[config.mk]
export PLATFORM = sky130hd
export DESIGN_NAME = la_fifo_reader
export DESIGN_NICKNAME = d
export VERILOG_FILES = /design/src/rtl/la_fifo_reader.sv
export SDC_FILE = /design/constraint.sdc
export NUM_CORES = 1
export LEC_CHECK = 0
export ABC_AREA = 1
export BUFFER_PORTS_ARGS = -buffer_cell sky130_fd_sc_hd__buf_2
export CORE_ASPECT_RATIO = 0.6
export CORE_MARGIN = 3
export CORE_UTILIZATION = 39
export DETAILED_ROUTE_END_ITERATION = 8
export GPL_TIMING_DRIVEN = 0
export PLACE_DENSITY_LB_ADDON = 0.15
export SKIP_CTS_REPAIR_TIMING = 1
export SLEW_MARGIN = 20
export SYNTH_ARGS = -nofsm -noshare
export SYNTH_HDL_FRONTEND = slang
export SYNTH_SLANG_ARGS = --single-unit
[constraint.sdc]
create_clock -name clk -period 3.9 [get_ports clk]
set_clock_uncertainty 0.1 [all_clocks]
set_input_delay 1.17 -clock clk [delete_from_list [all_inputs] [get_ports clk]]
set_output_delay 1.17 -clock clk [all_outputs]
set_load 0.005 [all_outputs]
[src/rtl/la_fifo_reader.sv]
// Read-side engine for the logic-analyser sample FIFO: reads whole bursts with
// unguarded read strobes and serialises each word LSB-byte-first onto a valid/ready stream.
module la_fifo_reader #(
    parameter int DATA_WIDTH = 64,
    parameter int OUT_WIDTH  = 8,
    parameter int ADDR_WIDTH = 12,
    parameter int BURST_LEN  = 16
) (
    input  logic                  clk,
    input  logic                  rst_n,
    input  logic                  enable_i,
    input  logic                  flush_i,
    input  logic                  fifo_empty_i,
    input  logic [DATA_WIDTH-1:0] fifo_dout_i,
    output logic                  fifo_ren_o,
    output logic [ADDR_WIDTH-1:0] fifo_level_o,
    output logic [OUT_WIDTH-1:0]  tx_data_o,
    output logic                  tx_valid_o,
    input  logic                  tx_ready_i,
    output logic                  busy_o,
    output logic [31:0]           word_cnt_o
);

    localparam int NUM_BYTES = DATA_WIDTH / OUT_WIDTH;
    localparam int IDX_W     = (NUM_BYTES > 1) ? $clog2(NUM_BYTES) : 1;
    localparam int CNT_W     = ADDR_WIDTH + 1;

    localparam logic [CNT_W-1:0]      CNT_ONE    = CNT_W'(1);
    localparam logic [CNT_W-1:0]      CNT_ZERO   = CNT_W'(0);
    localparam logic [CNT_W-1:0]      BURST_FULL = CNT_W'(BURST_LEN);
    localparam logic [ADDR_WIDTH-1:0] LEVEL_NORM = ADDR_WIDTH'(BURST_LEN - 1);
    localparam logic [ADDR_WIDTH-1:0] LEVEL_ZERO = ADDR_WIDTH'(0);
    localparam logic [IDX_W-1:0]      IDX_ONE    = IDX_W'(1);
    localparam logic [IDX_W-1:0]      IDX_ZERO   = IDX_W'(0);
    localparam logic [IDX_W-1:0]      LAST_IDX   = IDX_W'(NUM_BYTES - 1);

    typedef enum logic [2:0] {
        S_IDLE = 3'd0,
        S_WAIT = 3'd1,
        S_RD   = 3'd2,
        S_LAT  = 3'd3,
        S_SEND = 3'd4
    } state_e;

    state_e                  state_q, state_d;
    logic [CNT_W-1:0]        burst_cnt_q, burst_cnt_d;
    logic [ADDR_WIDTH-1:0]   level_q, level_d;
    logic [DATA_WIDTH-1:0]   shift_q, shift_d;
    logic [IDX_W-1:0]        byte_idx_q, byte_idx_d;
    logic [31:0]             word_cnt_q, word_cnt_d;

    logic burst_start_s;
    logic level_update_s;
    logic last_hs_s;

    assign burst_start_s  = (state_q == S_WAIT) && enable_i && !fifo_empty_i;
    // The threshold must stay frozen while a burst is outstanding, otherwise the
    // burst length could disagree with the level that released it.
    assign level_update_s = (state_q == S_IDLE) || ((state_q == S_WAIT) && !burst_start_s);
    assign last_hs_s      = (state_q == S_SEND) && tx_ready_i && (byte_idx_q == LAST_IDX);

    // State register
    always_ff @(posedge clk or negedge rst_n) begin
        if (!rst_n) begin
            state_q <= S_IDLE;
        end else begin
            state_q <= state_d;
        end
    end

    // Next-state decode
    always_comb begin
        state_d = state_q;
        case (state_q)
            S_IDLE: begin
                if (enable_i) state_d = S_WAIT;
                else          state_d = S_IDLE;
            end
            S_WAIT: begin
                if (!enable_i)         state_d = S_IDLE;
                else if (!fifo_empty_i) state_d = S_RD;
                else                   state_d = S_WAIT;
            end
            S_RD:   state_d = S_LAT;
            S_LAT:  state_d = S_SEND;
            S_SEND: begin
                if (last_hs_s) state_d = (burst_cnt_q != CNT_ZERO) ? S_RD : S_WAIT;
                else           state_d = S_SEND;
            end
            default: state_d = S_IDLE;
        endcase
    end

    // Datapath next-state: burst counter, level threshold, shifter, counters
    always_comb begin
        burst_cnt_d = burst_cnt_q;
        level_d     = level_q;
        shift_d     = shift_q;
        byte_idx_d  = byte_idx_q;
        word_cnt_d  = word_cnt_q;
        if (level_update_s) level_d = flush_i ? LEVEL_ZERO : LEVEL_NORM;
        else                level_d = level_q;
        case (state_q)
            S_WAIT: begin
                if (burst_start_s) burst_cnt_d = (level_q == LEVEL_ZERO) ? CNT_ONE : BURST_FULL;
                else               burst_cnt_d = burst_cnt_q;
            end
            S_RD: burst_cnt_d = burst_cnt_q - CNT_ONE;
            S_LAT: begin
                shift_d    = fifo_dout_i;
                byte_idx_d = IDX_ZERO;
            end
            S_SEND: begin
                if (tx_ready_i) begin
                    shift_d    = shift_q >> OUT_WIDTH;
                    byte_idx_d = byte_idx_q + IDX_ONE;
                    if (byte_idx_q == LAST_IDX) word_cnt_d = word_cnt_q + 32'd1;
                    else                        word_cnt_d = word_cnt_q;
                end else begin
                    shift_d = shift_q;
                end
            end
            default: shift_d = shift_q;
        endcase
    end

    // Datapath registers
    always_ff @(posedge clk or negedge rst_n) begin
        if (!rst_n) begin
            burst_cnt_q <= CNT_ZERO;
            level_q     <= LEVEL_NORM;
            shift_q     <= {DATA_WIDTH{1'b0}};
            byte_idx_q  <= IDX_ZERO;
            word_cnt_q  <= 32'd0;
        end else begin
            burst_cnt_q <= burst_cnt_d;
            level_q     <= level_d;
            shift_q     <= shift_d;
            byte_idx_q  <= byte_idx_d;
            word_cnt_q  <= word_cnt_d;
        end
    end

    // Output decode straight from registers, so no input-to-output paths
    always_comb begin
        fifo_ren_o   = (state_q == S_RD);
        tx_valid_o   = (state_q == S_SEND);
        busy_o       = (state_q != S_IDLE);
        tx_data_o    = shift_q[OUT_WIDTH-1:0];
        fifo_level_o = level_q;
        word_cnt_o   = word_cnt_q;
    end

endmodule

* Word level (Yosys, flattened, before mapping)
Index checks and enable logic that the tools add are counted.
W data, S select, Z words.
** Storage, ports and cells
- Register bits :: 127
- Input port bits :: 70
** Operators by class
- Add/sub/neg operators :: 3
- Equal/unequal tests :: 7
- Muxes and demuxes :: 14
- Reductions and logical operators :: 17
** Operator list (count)
- $pmux W64 S2 :: 1
- $mux W64 :: 1
- $add A32 B1 Y32 const B :: 1
- $pmux W13 S2 :: 1
- $pmux W3 S5 :: 1
- $mux W13 :: 1
- $reduce_bool A13 Y1 :: 1
- $sub A13 B1 Y13 const B :: 1
- $logic_not A12 Y1 :: 1
- $eq A3 B2 Y1 const B :: 2
- $eq A3 B3 Y1 const B :: 2
- $mux W2 :: 3
- $mux W3 :: 2
- $pmux W3 S2 :: 1
- $logic_and A1 B1 Y1 :: 5
- $mux W5 :: 1
- $mux W4 :: 1
- $reduce_and A2 Y1 :: 2
- $reduce_bool A2 Y1 :: 2
- $add A3 B1 Y3 const B :: 1
- $eq A3 B1 Y1 const B :: 1
- $logic_not A3 Y1 :: 1
- $reduce_and A3 Y1 :: 1
- $reduce_bool A3 Y1 :: 1
- 5 further kinds :: 6

* Logic depth before layout (Yosys ltp)
Gate-level depths: netlist of the first run.
- Depth after elaboration :: 6
- Gate-level depth with buffers :: 10

* Least setup slack after synthesis of the first run
OpenSTA, ideal clock, no wires.
- Path kind :: register to output
- From :: register state_q[0]
- To :: output tx_valid_o
- Arrival :: 1.072 ns
- Data required time :: 2.630 ns
- Setup slack :: 1.558 ns
- Cell stages (with the launch flop) :: 6
- Path buffers :: 2
- Cells stage by stage :: dfrtp_1 nor2_4 nand2_4 inv_2 buf_4 buf_4
** On the way
- Word-level cells in the longest chain between the ends :: 1
** RTL lines
- start, declared :: line 45 : state_e state_q, state_d;
- start signal, assigned :: line 67 : state_q <= state_d;
- $eq A3 B3 Y1 :: line 147 : tx_valid_o = (state_q == S_SEND);
- end, declared :: line 18 : output logic tx_valid_o,
No other way between the ends.

* Worst setup path in the final report of the first run
Ends and elaborated chain as after synthesis.

==> qor.log, run 1 <==
[power] P_int 0.00307 W
[power] VDD IR max 239 uV
[floorplanning] Initial Utilization 0.403
[clocking] source-to-sink clock delay at the later pin of the worst-skew pair 0.41 ns
[timing] Final Hold Vio Count 0
[critical_path] CP Data Arrival Time 1.83 ns
[critical_path] worst reg2reg path depth 7
[synthesis] Adder-Cell Fraction of Synth Area 0.00852
[route] DRC violations left 0
[power] power density cells 618 nW/um^2
[synthesis] most repeated cell in the gate-level netlist after synthesis nand2_1
[timing] achievable clock frequency 323 MHz
[synthesis] cell taking the most area after synthesis dfrtp_1
[critical_path] category of the worst setup path launch point flop
[synthesis] share of the synthesized area in the top cell type 0.490
[grt] vias in the first global route 4,799
[job] # Max-Cap Violations 0
[power] Sw Ratio 0.326
[worst_hold_path] end of the worst hold path shift_q[8]$_DFFE_PN0P_
[floorplanning] die span in x 164 um
[synthesis] synthesized area divided by synthesized cell count 8.12 um^2
[timing] setup violation total in the final timing report 0
[synthesis] area fraction in compound gates after synthesis 0.138
[grt] pin count of the biggest net entering global routing 60
[floorplanning] Top-Level Pins 125
[floorplanning] Vert. Die Dim 101 um
[critical_path] CP max FO 10
[critical_path] Crit path required time 2.63 ns
[power] power consumption 0.00456 W
[grt] overall track demand over capacity in global routing 0.196
[timing] unrepaired setup endpoints after global routing false
[grt] wire length of the first global-routing pass 25,100 um
[cells_and_area] fraction of final layout cells with drive strength greater than 1 0.229
[power] relative contribution of the clock network to total power 0.351
[synthesis] gate count after technology mapping 723
[cells_and_area] post-route cell area 7370 um^2
[synthesis] proportion of synthesized chip area in sequential cells 0.494
[placement] GP Congestion 0.815
[clocking] CTS tree done
[route] drt wl/cell 14.4 um
[timing] Worst Tran Pin Value 0.578 ns
[critical_path] sort of element at the end of the critical path output pin
[timing] remaining max-slew budget at the tightest pin 0.614
[worst_hold_path] worst hold path type reg -> reg
[power] combinational share of power 0.269
[synthesis] synthesized-area fraction occupied by xor and xnor cells 0.0313
[clocking] maximum clock path buffer count 2
[synthesis] Main synth FF type dfrtp_1
[route] total via count in the routed design 5,073
[placement] port bufs 116
[cells_and_area] nets 940
[critical_path] setup slack of the worst register-to-register path 1.98 ns
[synthesis] mux share of post-synthesis cell area 0
[timing] Setup TNS Final 0 ns
[clocking] number of clock sinks seen by CTS 116
[cells_and_area] P&R area growth vs syn 25.5%
[timing] fraction of the cycle the final worst path needs 0.795
[placement] HPWL Detailed 11,800 um
[power] reported net switching power 0.00149 W
[worst_hold_path] Min-Delay Path Depth 2
[synthesis] synthesis warning total 0
[floorplanning] core box area 14,600 um^2
[timing] Final Critical Period 3.10 ns
[timing] max-slew violation count 0
[synthesis] largest family of logic cells by synthesized area simple AND/OR/NAND/NOR gates
[power] static power due to leakage 3.66 nW
[synthesis] FFs w/ async S/R, synth 1.00
[synthesis] number of enable-type register cells in the synthesized netlist 0
[power] Reg power frac 0.380
[floorplanning] Die Outline Area 16,600 um^2
[floorplanning] # rows 34
[clocking] post-CTS clock slew at the launch and capture registers of the worst setup and hold paths 0.06 ns
[critical_path] source of the worst register-to-register timing path state_q[0]$_DFF_PN0_
[route] Via density 4.71
[synthesis] Distinct cells, synth 34
[synthesis] flop and latch count out of synthesis 116
[critical_path] Setup CP Type reg -> out
[clocking] number of buffers added by the clock tree synthesis step 17
[cells_and_area] Inserted Diodes 0
[grt] residual overflow from global routing 0
[synthesis] Cell Area, Synth 5870 um^2
[clocking] maximum level of the CTS H-tree 4
[route] drt first-iter violations 272
[grt] antenna violations before repair 0
[route] DRT Pass-1 Iters 4
[route] Final ANT Viol Nets 0
[synthesis] simple-gate share of the synthesized area 0.213
[clocking] clock root buffer clkbuf_16
[worst_hold_path] hold path startpoint shift_q[8]$_DFFE_PN0P_
[synthesis] commonest cells in the netlist 175 x nand2_1, 115 x dfrtp_1, 96 x inv_1
[synthesis] largest cells by area after synthesis dfrtp_1 49%, nand2_1 11%, inv_1 6.1%, o21ai_0 5.4%, o211ai_1 5.4%
[status] run status complete, no violations
[route] total wirelength of the detailed-routed design 15,500 um
[critical_path] capture point of the worst reg-to-reg path shift_q[37]$_DFFE_PN0P_
[placement] cell area reported after detailed placement 6760 um^2
registers in the layout (all words and copies together), names as in the netlist:
register and cells:
burst_cnt_q 13, byte_idx_q 3, fifo_level_o 1, shift_q 64, state_q 3, word_cnt_o 32
area by class of cell:
cell class                 instances  area (um^2)
sequential                       116         2900
fill                            1435         7220
timing repair buffer             117          614
inverter                         100          375
clock inverter                    15          183
buffer                            47          295
tap                              198          248
multi-input combinational        467         2320
clock buffer                      17          425
worst max-delay path by stage:
stage	depth (start not counted)	start	slack, ns	endpoint
floorplan	5	state_q[0]$_DFF_PN0_	1.56	tx_valid_o
CTS	6	state_q[0]$_DFF_PN0_	0.77	tx_valid_o
global placement	1	rst_n	-0.008	burst_cnt_q[2]$_DFFE_PN0P_
global route	6	state_q[0]$_DFF_PN0_	0.66	tx_valid_o
detailed placement	6	state_q[0]$_DFF_PN0_	1.21	tx_valid_o
finish	6	state_q[0]$_DFF_PN0_	0.80	tx_valid_o
cell families after synthesis:
logic type | count (synthesis)
DFF | 116
adders and majority gates | 4
AOI/OAI and AO/OA | 137
and+or+nand+nor | 297
other | 1
xor gates and xnor gates | 21
buffers and inverters | 147
placed cells by master, fill, tap and decap left out, types with 2 or more instances in the layout:
| master | synthesis | routed |
|---|---|---|
| inv_1 | 96 | 96 |
| nor2_4 | 2 | 2 |
| conb_1 | 1 | 8 |
| a31oi_1 | 8 | 8 |
| nand3b_1 | 2 | 2 |
| o21ai_0 | 63 | 63 |
| xnor2_1 | 8 | 8 |
| o211ai_1 | 42 | 42 |
| clkinv_4 | 0 | 4 |
| ha_1 | 4 | 4 |
| o21ai_1 | 15 | 15 |
| nand2_1 | 175 | 175 |
| nor3_1 | 8 | 8 |
| nand2_2 | 3 | 3 |
| nand4_1 | 7 | 7 |
| buf_2 | 8 | 123 |
| nand3_1 | 37 | 37 |
| o22ai_1 | 2 | 2 |
| clkinvlp_4 | 0 | 4 |
| nor2_1 | 56 | 56 |
| inv_6 | 0 | 2 |
| xor2_1 | 13 | 13 |
| inv_2 | 4 | 4 |
| clkbuf_1 | 10 | 10 |
| a21oi_1 | 5 | 5 |
| clkbuf_16 | 0 | 17 |
| dfrtp_1 | 115 | 115 |
| buf_4 | 29 | 29 |
| clkinv_2 | 0 | 2 |
| bufinv_16 | 0 | 3 |
worst max-delay path, cell delays in order, from the launching register on:
cell     delay [ns]
dfrtp_1        0.43
nor2_4         0.19
nand2_4        0.12
inv_2          0.14
buf_4          0.20
buf_4          0.19
buf_2          0.15
layer usage:
layer  share of wire  routed length, um  track usage
met1            0.55               8500        0.318
met2            0.40               6210        0.252
met3           0.043                666       0.0415
met4          0.0053                 82       0.0619
met5               0                  0            0
per-stage QoR:
stage	std cells	utilization	hold WS [ns]	setup WS, ns
finish	1077	0.505	0.383	0.801
global route	1077	0.505	0.410	0.656
CTS	1077	0.505	0.389	0.767
detailed placement	1045	0.463	0.372	1.21
global placement	1044	0.461	0.367	-0.00828
floorplan	730	-	0.346	1.56
power groups by stage:
stage	registers, W	clock network (W)	logic, W
after floorplan	0.00172	0	0.000855
after global placement	0.00174	0	0.00122
after detailed placement	0.00175	0	0.00123
after CTS	0.00173	0.00163	0.00124
after global routing	0.00178	0.00169	0.00142
final	0.00173	0.00160	0.00123
(Power assumes the default switching activity.)
==> run 2, diff against run 1 <==
ABC_AREA = 0   (was 1)
clock period = 3 ns   (was 3.9 ns; I/O delays follow)
==> run 2 against run 1 <==
  * Routed wire length decreased by 8.4%
  * Utilization is 0.66 points higher
  * Register-to-register slack lost 1.0 ns
  * Clock power up 26%
  * Critical path depth is 1 lower
==> qor.log, run 2 <==
[status] run status complete, no violations
[critical_path] setup slack of the worst register-to-register path 0.94 ns
[route] DRC violations left 0
[route] total via count in the routed design 4,331
[synthesis] Cell Area, Synth 5630 um^2
[critical_path] buffers and inverters on the worst path 4
[timing] Final Hold Vio Count 0
[clocking] CTS tree done
[grt] wire length of the first global-routing pass 23,000 um
[grt] overall track demand over capacity in global routing 0.185
[cells_and_area] fraction of final layout cells with drive strength greater than 1 0.291
[critical_path] worst reg2reg path depth 6
[critical_path] Cell Chain, Critical Path buf_4, or3b_1, buf_6, clkinv_4, buf_2
[critical_path] capture point of the worst reg-to-reg path shift_q[27]$_DFFE_PN0P_
[synthesis] Distinct cells, synth 50
[clocking] post-CTS clock slew at the launch and capture registers of the worst setup and hold paths 0.05 ns
[placement] post-placement cell count 848
[critical_path] CP max FO 10
[critical_path] delay of the slowest cell on the worst path 0.38 ns
[timing] setup violation total in the final timing report 0
[synthesis] synthesis warning total 0
[timing] achievable clock frequency 379 MHz
[synthesis] synthesized area divided by synthesized cell count 10.6 um^2
[critical_path] Crit path required time 2.00 ns
[clocking] clock root buffer clkbuf_16
[critical_path] Worst path top cell family by delay buffers and inverters
[job] # Max-Cap Violations 0
[timing] fraction of the cycle the final worst path needs 0.880
[grt] pin count of the biggest net entering global routing 77
[critical_path] CP Data Arrival Time 1.64 ns
[critical_path] source of the worst register-to-register timing path state_q[1]$_DFF_PN0_
[timing] remaining max-slew budget at the tightest pin 0.495
[cells_and_area] top library cells by usage in the layout, fill and taps aside 119 x buf_2, 115 x dfrtp_1, 92 x nand2_1, 63 x mux2i_1, 56 x o21ai_0
[cells_and_area] flip-flop count of the largest register, all copies and words added 64
[power] power density cells 835 nW/um^2
[critical_path] sort of element at the end of the critical path output pin
[synthesis] cell taking the most area after synthesis dfrtp_1
[critical_path] category of the worst setup path launch point flop
[cells_and_area] most common library cell in the layout ignoring fill and taps buf_2
[timing] Final Critical Period 2.64 ns
[route] Via density 4.93
[placement] GP Congestion 0.807
[power] static power due to leakage 3.51 nW
[clocking] maximum level of the CTS H-tree 4
[route] drt wl/cell 16.1 um
[power] VDD IR max 380 uV
[grt] residual overflow from global routing 0
[floorplanning] Initial Utilization 0.406
[floorplanning] Vert. Die Dim 99.1 um
[cells_and_area] P&R area growth vs syn 26.1%
[timing] Worst Tran Pin Value 0.752 ns
[synthesis] gate count after technology mapping 532
[clocking] number of buffers added by the clock tree synthesis step 17
[synthesis] commonest cells in the netlist 115 x dfrtp_1, 92 x nand2_1, 63 x mux2i_1
[route] Final ANT Viol Nets 0
[route] drt first-iter violations 285
[placement] HPWL Detailed 10,400 um
[clocking] maximum clock path buffer count 2
[timing] unrepaired setup endpoints after global routing false
[placement] port bufs 116
[grt] antenna violations before repair 0
[synthesis] proportion of synthesized chip area in sequential cells 0.516
[clocking] number of clock sinks seen by CTS 116
[cells_and_area] Biggest register shift_q
[floorplanning] # rows 33
[synthesis] Main synth FF type dfrtp_1
[synthesis] largest cells by area after synthesis dfrtp_1 51%, mux2i_1 11%, nand2_1 6.1%, o21ai_0 5.0%, buf_4 4.4%
[floorplanning] Die Outline Area 16,000 um^2
[cells_and_area] Inserted Diodes 0
[floorplanning] die span in x 161 um
[timing] max-slew violation count 0
[cells_and_area] nets 748
[cells_and_area] non-filler instance count after layout 879
[critical_path] slowest stage cell, crit path or3b_1
[grt] vias in the first global route 4,362
[clocking] source-to-sink clock delay at the later pin of the worst-skew pair 0.41 ns
[floorplanning] Top-Level Pins 125
[route] total wirelength of the detailed-routed design 14,200 um
[floorplanning] core box area 13,900 um^2
[timing] hold slack final 0.302 ns
[synthesis] flop and latch count out of synthesis 116
[synthesis] FFs w/ async S/R, synth 1.00
[cells_and_area] number of fillers in the final layout 1,281
[route] DRT Pass-1 Iters 4
[synthesis] number of enable-type register cells in the synthesized netlist 0
[synthesis] most repeated cell in the gate-level netlist after synthesis dfrtp_1
[synthesis] share of the synthesized area in the top cell type 0.511
[worst_hold_path] worst hold path type in -> async
[critical_path] Setup CP Type reg -> out
-- run 2: changes by cell type in the layout (fill, tap and decap cells not counted), moves of 9 or more --
| cell | before | now |
|---|---|---|
| o21ai_1 | 15 | 3 |
| xor2_1 | 13 | 22 |
| nand2_1 | 175 | 92 |
| mux2i_1 | 0 | 63 |
| inv_1 | 96 | 5 |
| nand3_1 | 37 | 16 |
| nor2_1 | 56 | 14 |
| o211ai_1 | 42 | 2 |
-- run 2: layer usage --
layer | wire, um | track usage | part of all wire | up-vias
li1 | - | - | - | 2118
met1 | 7420 | 0.280 | 0.52 | 2101
met2 | 5850 | 0.258 | 0.41 | 106
met3 | 814 | 0.0546 | 0.057 | 6
met4 | 71 | 0.0463 | 0.0050 | 0
met5 | 0 | 0 | 0 | -
-- run 2: final cells by class --
class,instances,area [um^2],share of cell area
Buffer,43,305,0.0430
Clock buffer,18,439,0.0619
Clock inverter,14,154,0.0217
Inverter,6,27.5,0.00388
Multi-Input combinational cell,373,2410,0.340
Sequential cell,116,2900,0.409
Tap cell,192,240,0.0338
Timing Repair Buffer,117,614,0.0866
-- run 2: kinds of logic after synthesis --
logic type / after synthesis / synth area share
adder cells (fa/ha/maj): 4 / 0.00889
flip-flops: 116 / 0.516
AO/OA/AOI/OAI: 80 / 0.0816
multiplexers: 63 / 0.112
other: 1 / 0.000666
buffers and inverters: 50 / 0.0600
AND/OR/NAND/NOR: 186 / 0.171
XOR/XNOR: 32 / 0.0498
-- run 2: metrics by stage --
step | setup WS, ns | instance area, um^2 | TNS, ns | power, W | utilization
after global routing | 0.250 | 7100 | 0 | 0.00632 | 0.512
after detailed placement | 0.521 | 6510 | 0 | 0.00395 | 0.469
final | 0.359 | 7100 | 0 | 0.00593 | 0.512
after floorplan | 0.876 | 5660 | 0 | 0.00342 | -
after CTS | 0.0629 | 7100 | 0 | 0.00598 | 0.512
after global placement | -0.582 | 6480 | -65.44 | 0.00387 | 0.467
-- run 2: how the worst max path moves through the flow --
| stage | startpoint | endpoint | slack [ns] | cells after the start |
|---|---|---|---|---|
| floorplan | state_q[1]$_DFF_PN0_ | tx_valid_o | 0.88 | 4 |
| global placement | rst_n | shift_q[62]$_DFFE_PN0P_ | -0.58 | 1 |
| detailed placement | state_q[1]$_DFF_PN0_ | tx_valid_o | 0.52 | 5 |
| CTS | state_q[1]$_DFF_PN0_ | tx_valid_o | 0.06 | 5 |
| global route | state_q[1]$_DFF_PN0_ | tx_valid_o | 0.25 | 4 |
| finish | state_q[1]$_DFF_PN0_ | fifo_ren_o | 0.36 | 5 |
-- run 2: where the power goes --
part	internal, W	total (W)	switching, W
combinational	0.000721	0.00154	0.000823
sequential	0.00206	0.00238	0.000317
clock	0.00125	0.00201	0.000758
total	0.00403	0.00593	0.00190
==> run 3, diff against run 2 <==
CORE_MARGIN = unset   (was 3)
==> run 3 against run 2 <==
  * Routed wire length fell by 1.6%
  * Clock power grew 6%
  * Register-to-register slack better by 0.06 ns
  * Critical endpoint is now tx_valid_o
  * Largest power group unchanged
  * Highest routed layer unchanged
==> qor.log, run 3 (same netlist as run 2, synthesis figures left out) <==
[cells_and_area] nets 749
[floorplanning] die span in x 157 um
[clocking] maximum clock path buffer count 2
[worst_hold_path] worst hold path type in -> async
[grt] pin count of the biggest net entering global routing 73
[grt] antenna violations before repair 0
[timing] remaining max-slew budget at the tightest pin 0.449
[grt] vias in the first global route 4,185
[cells_and_area] register cell area after layout 2900 um^2
[critical_path] Setup CP Type reg -> out
[power] VDD IR max 436 uV
[route] drt first-iter violations 222
[timing] unrepaired setup endpoints after global routing false
[clocking] number of buffers added by the clock tree synthesis step 17
[clocking] CTS tree done
[route] DRC violations left 0
[route] total wirelength of the detailed-routed design 13,900 um
[cells_and_area] top library cells by usage in the layout, fill and taps aside 120 x buf_2, 115 x dfrtp_1, 92 x nand2_1, 63 x mux2i_1, 56 x o21ai_0
[route] drt wl/cell 15.8 um
[placement] HPWL Detailed 10,000 um
[timing] setup violation total in the final timing report 0
[power] power consumption 0.00606 W
[clocking] maximum level of the CTS H-tree 4
[status] run status complete, no violations
[route] total via count in the routed design 4,305
[floorplanning] Die Outline Area 14,900 um^2
[floorplanning] Vert. Die Dim 95.1 um
[critical_path] Crit path required time 2.00 ns
[cells_and_area] total area of multi-input combinational cells 2410 um^2
[critical_path] worst setup path endpoint tx_valid_o
[placement] GP Congestion 0.761
[cells_and_area] number of fillers in the final layout 1,290
[job] # Max-Cap Violations 0
[route] DRT Pass-1 Iters 5
[route] Via density 4.89
[critical_path] source of the worst register-to-register timing path state_q[0]$_DFF_PN0_
[floorplanning] Top-Level Pins 125
[floorplanning] core box area 13,900 um^2
[clocking] number of clock sinks seen by CTS 116
[timing] Worst Tran Pin Value 0.821 ns
[critical_path] CP max FO 10
[critical_path] CP Data Arrival Time 1.89 ns
[timing] achievable clock frequency 346 MHz
[grt] overall track demand over capacity in global routing 0.199
[timing] Final Hold Vio Count 0
[cells_and_area] fraction of final layout cells with drive strength greater than 1 0.291
[timing] max-slew violation count 0
[route] Final ANT Viol Nets 0
[critical_path] sort of element at the end of the critical path output pin
[power] power density cells 849 nW/um^2
[clocking] post-CTS clock slew at the launch and capture registers of the worst setup and hold paths 0.06 ns
[critical_path] category of the worst setup path launch point flop
[grt] residual overflow from global routing 0
[floorplanning] Initial Utilization 0.406
[grt] wire length of the first global-routing pass 22,200 um
[clocking] source-to-sink clock delay at the later pin of the worst-skew pair 0.40 ns
[timing] Final Critical Period 2.89 ns
[critical_path] worst reg2reg path depth 5
[placement] port bufs 116
[floorplanning] # rows 33
[critical_path] launching element of the worst setup path state_q[1]$_DFF_PN0_
[power] static power due to leakage 3.54 nW
[cells_and_area] P&R area growth vs syn 26.8%
[clocking] clock root buffer clkbuf_16
[critical_path] capture point of the worst reg-to-reg path shift_q[49]$_DFFE_PN0P_
[cells_and_area] Biggest register shift_q
[cells_and_area] most common library cell in the layout ignoring fill and taps buf_2
[critical_path] setup slack of the worst register-to-register path 1.00 ns
[cells_and_area] Inserted Diodes 0
[timing] fraction of the cycle the final worst path needs 0.962
[cells_and_area] flip-flop count of the largest register, all copies and words added 64
[timing] hold slack final 0.312 ns
[run 3: changes by cell type in the layout (fill, tap and decap cells not counted)]
| cell | previous run | this run |
|---|---|---|
| clkbuf_1 | 4 | 5 |
| clkinvlp_4 | 6 | 4 |
| buf_2 | 119 | 120 |
| inv_6 | 2 | 0 |
| bufinv_16 | 2 | 4 |
| clkinv_2 | 1 | 3 |
| clkinv_4 | 4 | 3 |
[run 3: power by group]
group	total (W)	switching, W	internal (W)
Clock	0.00214	0.000727	0.00141
Combinational	0.00155	0.000829	0.000722
Sequential	0.00237	0.000312	0.00206
[run 3: critical path, cell delays in order (launching register included)]
cell and delay, ns:
dfrtp_1 0.37, buf_4 0.17, nor3b_4 0.26, buf_6 0.20, buf_2 0.31, buf_2 0.18
[run 3: layout make-up]
type	count	share of cell area
inverter	6	0.00386
tap	192	0.0337
clock inverter	13	0.0256
sequential	116	0.407
multi-input combinational	373	0.338
clock buffer	19	0.0621
buffer	44	0.0435
timing repair buffer	117	0.0861
[run 3: how the worst min path moves through the flow]
stage / slack, ns / startpoint / to / cells past startpoint
2_1_floorplan: 0.34 / burst_cnt_q[12]$_DFFE_PN0P_ / burst_cnt_q[12]$_DFFE_PN0P_ / 1
4_1_cts: 0.33 / rst_n / shift_q[62]$_DFFE_PN0P_ / 1
3_5_place_dp: 0.36 / burst_cnt_q[12]$_DFFE_PN0P_ / burst_cnt_q[12]$_DFFE_PN0P_ / 1
5_1_grt: 0.34 / rst_n / shift_q[60]$_DFFE_PN0P_ / 1
6_report: 0.31 / rst_n / shift_q[60]$_DFFE_PN0P_ / 1
3_3_place_gp: 0.35 / burst_cnt_q[12]$_DFFE_PN0P_ / burst_cnt_q[12]$_DFFE_PN0P_ / 1
[run 3: layer usage]
metal | wire length, um | up-vias | global-route usage
met5 | 0 | - | 0
met4 | 120 | 0 | 0.0502
met3 | 736 | 10 | 0.0491
met2 | 5680 | 104 | 0.278
met1 | 7390 | 2058 | 0.304
li1 | - | 2133 | -
[run 3: through the flow]
step	cell area (um^2)	TNS (ns)	util	cells	setup slack (ns)
6_report	7140	0	0.514	880	0.114
5_1_grt	7140	0	0.514	880	0.00880
2_1_floorplan	5660	0	-	539	0.876
4_1_cts	7140	0	0.514	880	0.0928
3_5_place_dp	6510	0	0.469	848	0.540
3_3_place_gp	6480	-62.86	0.467	847	-0.555
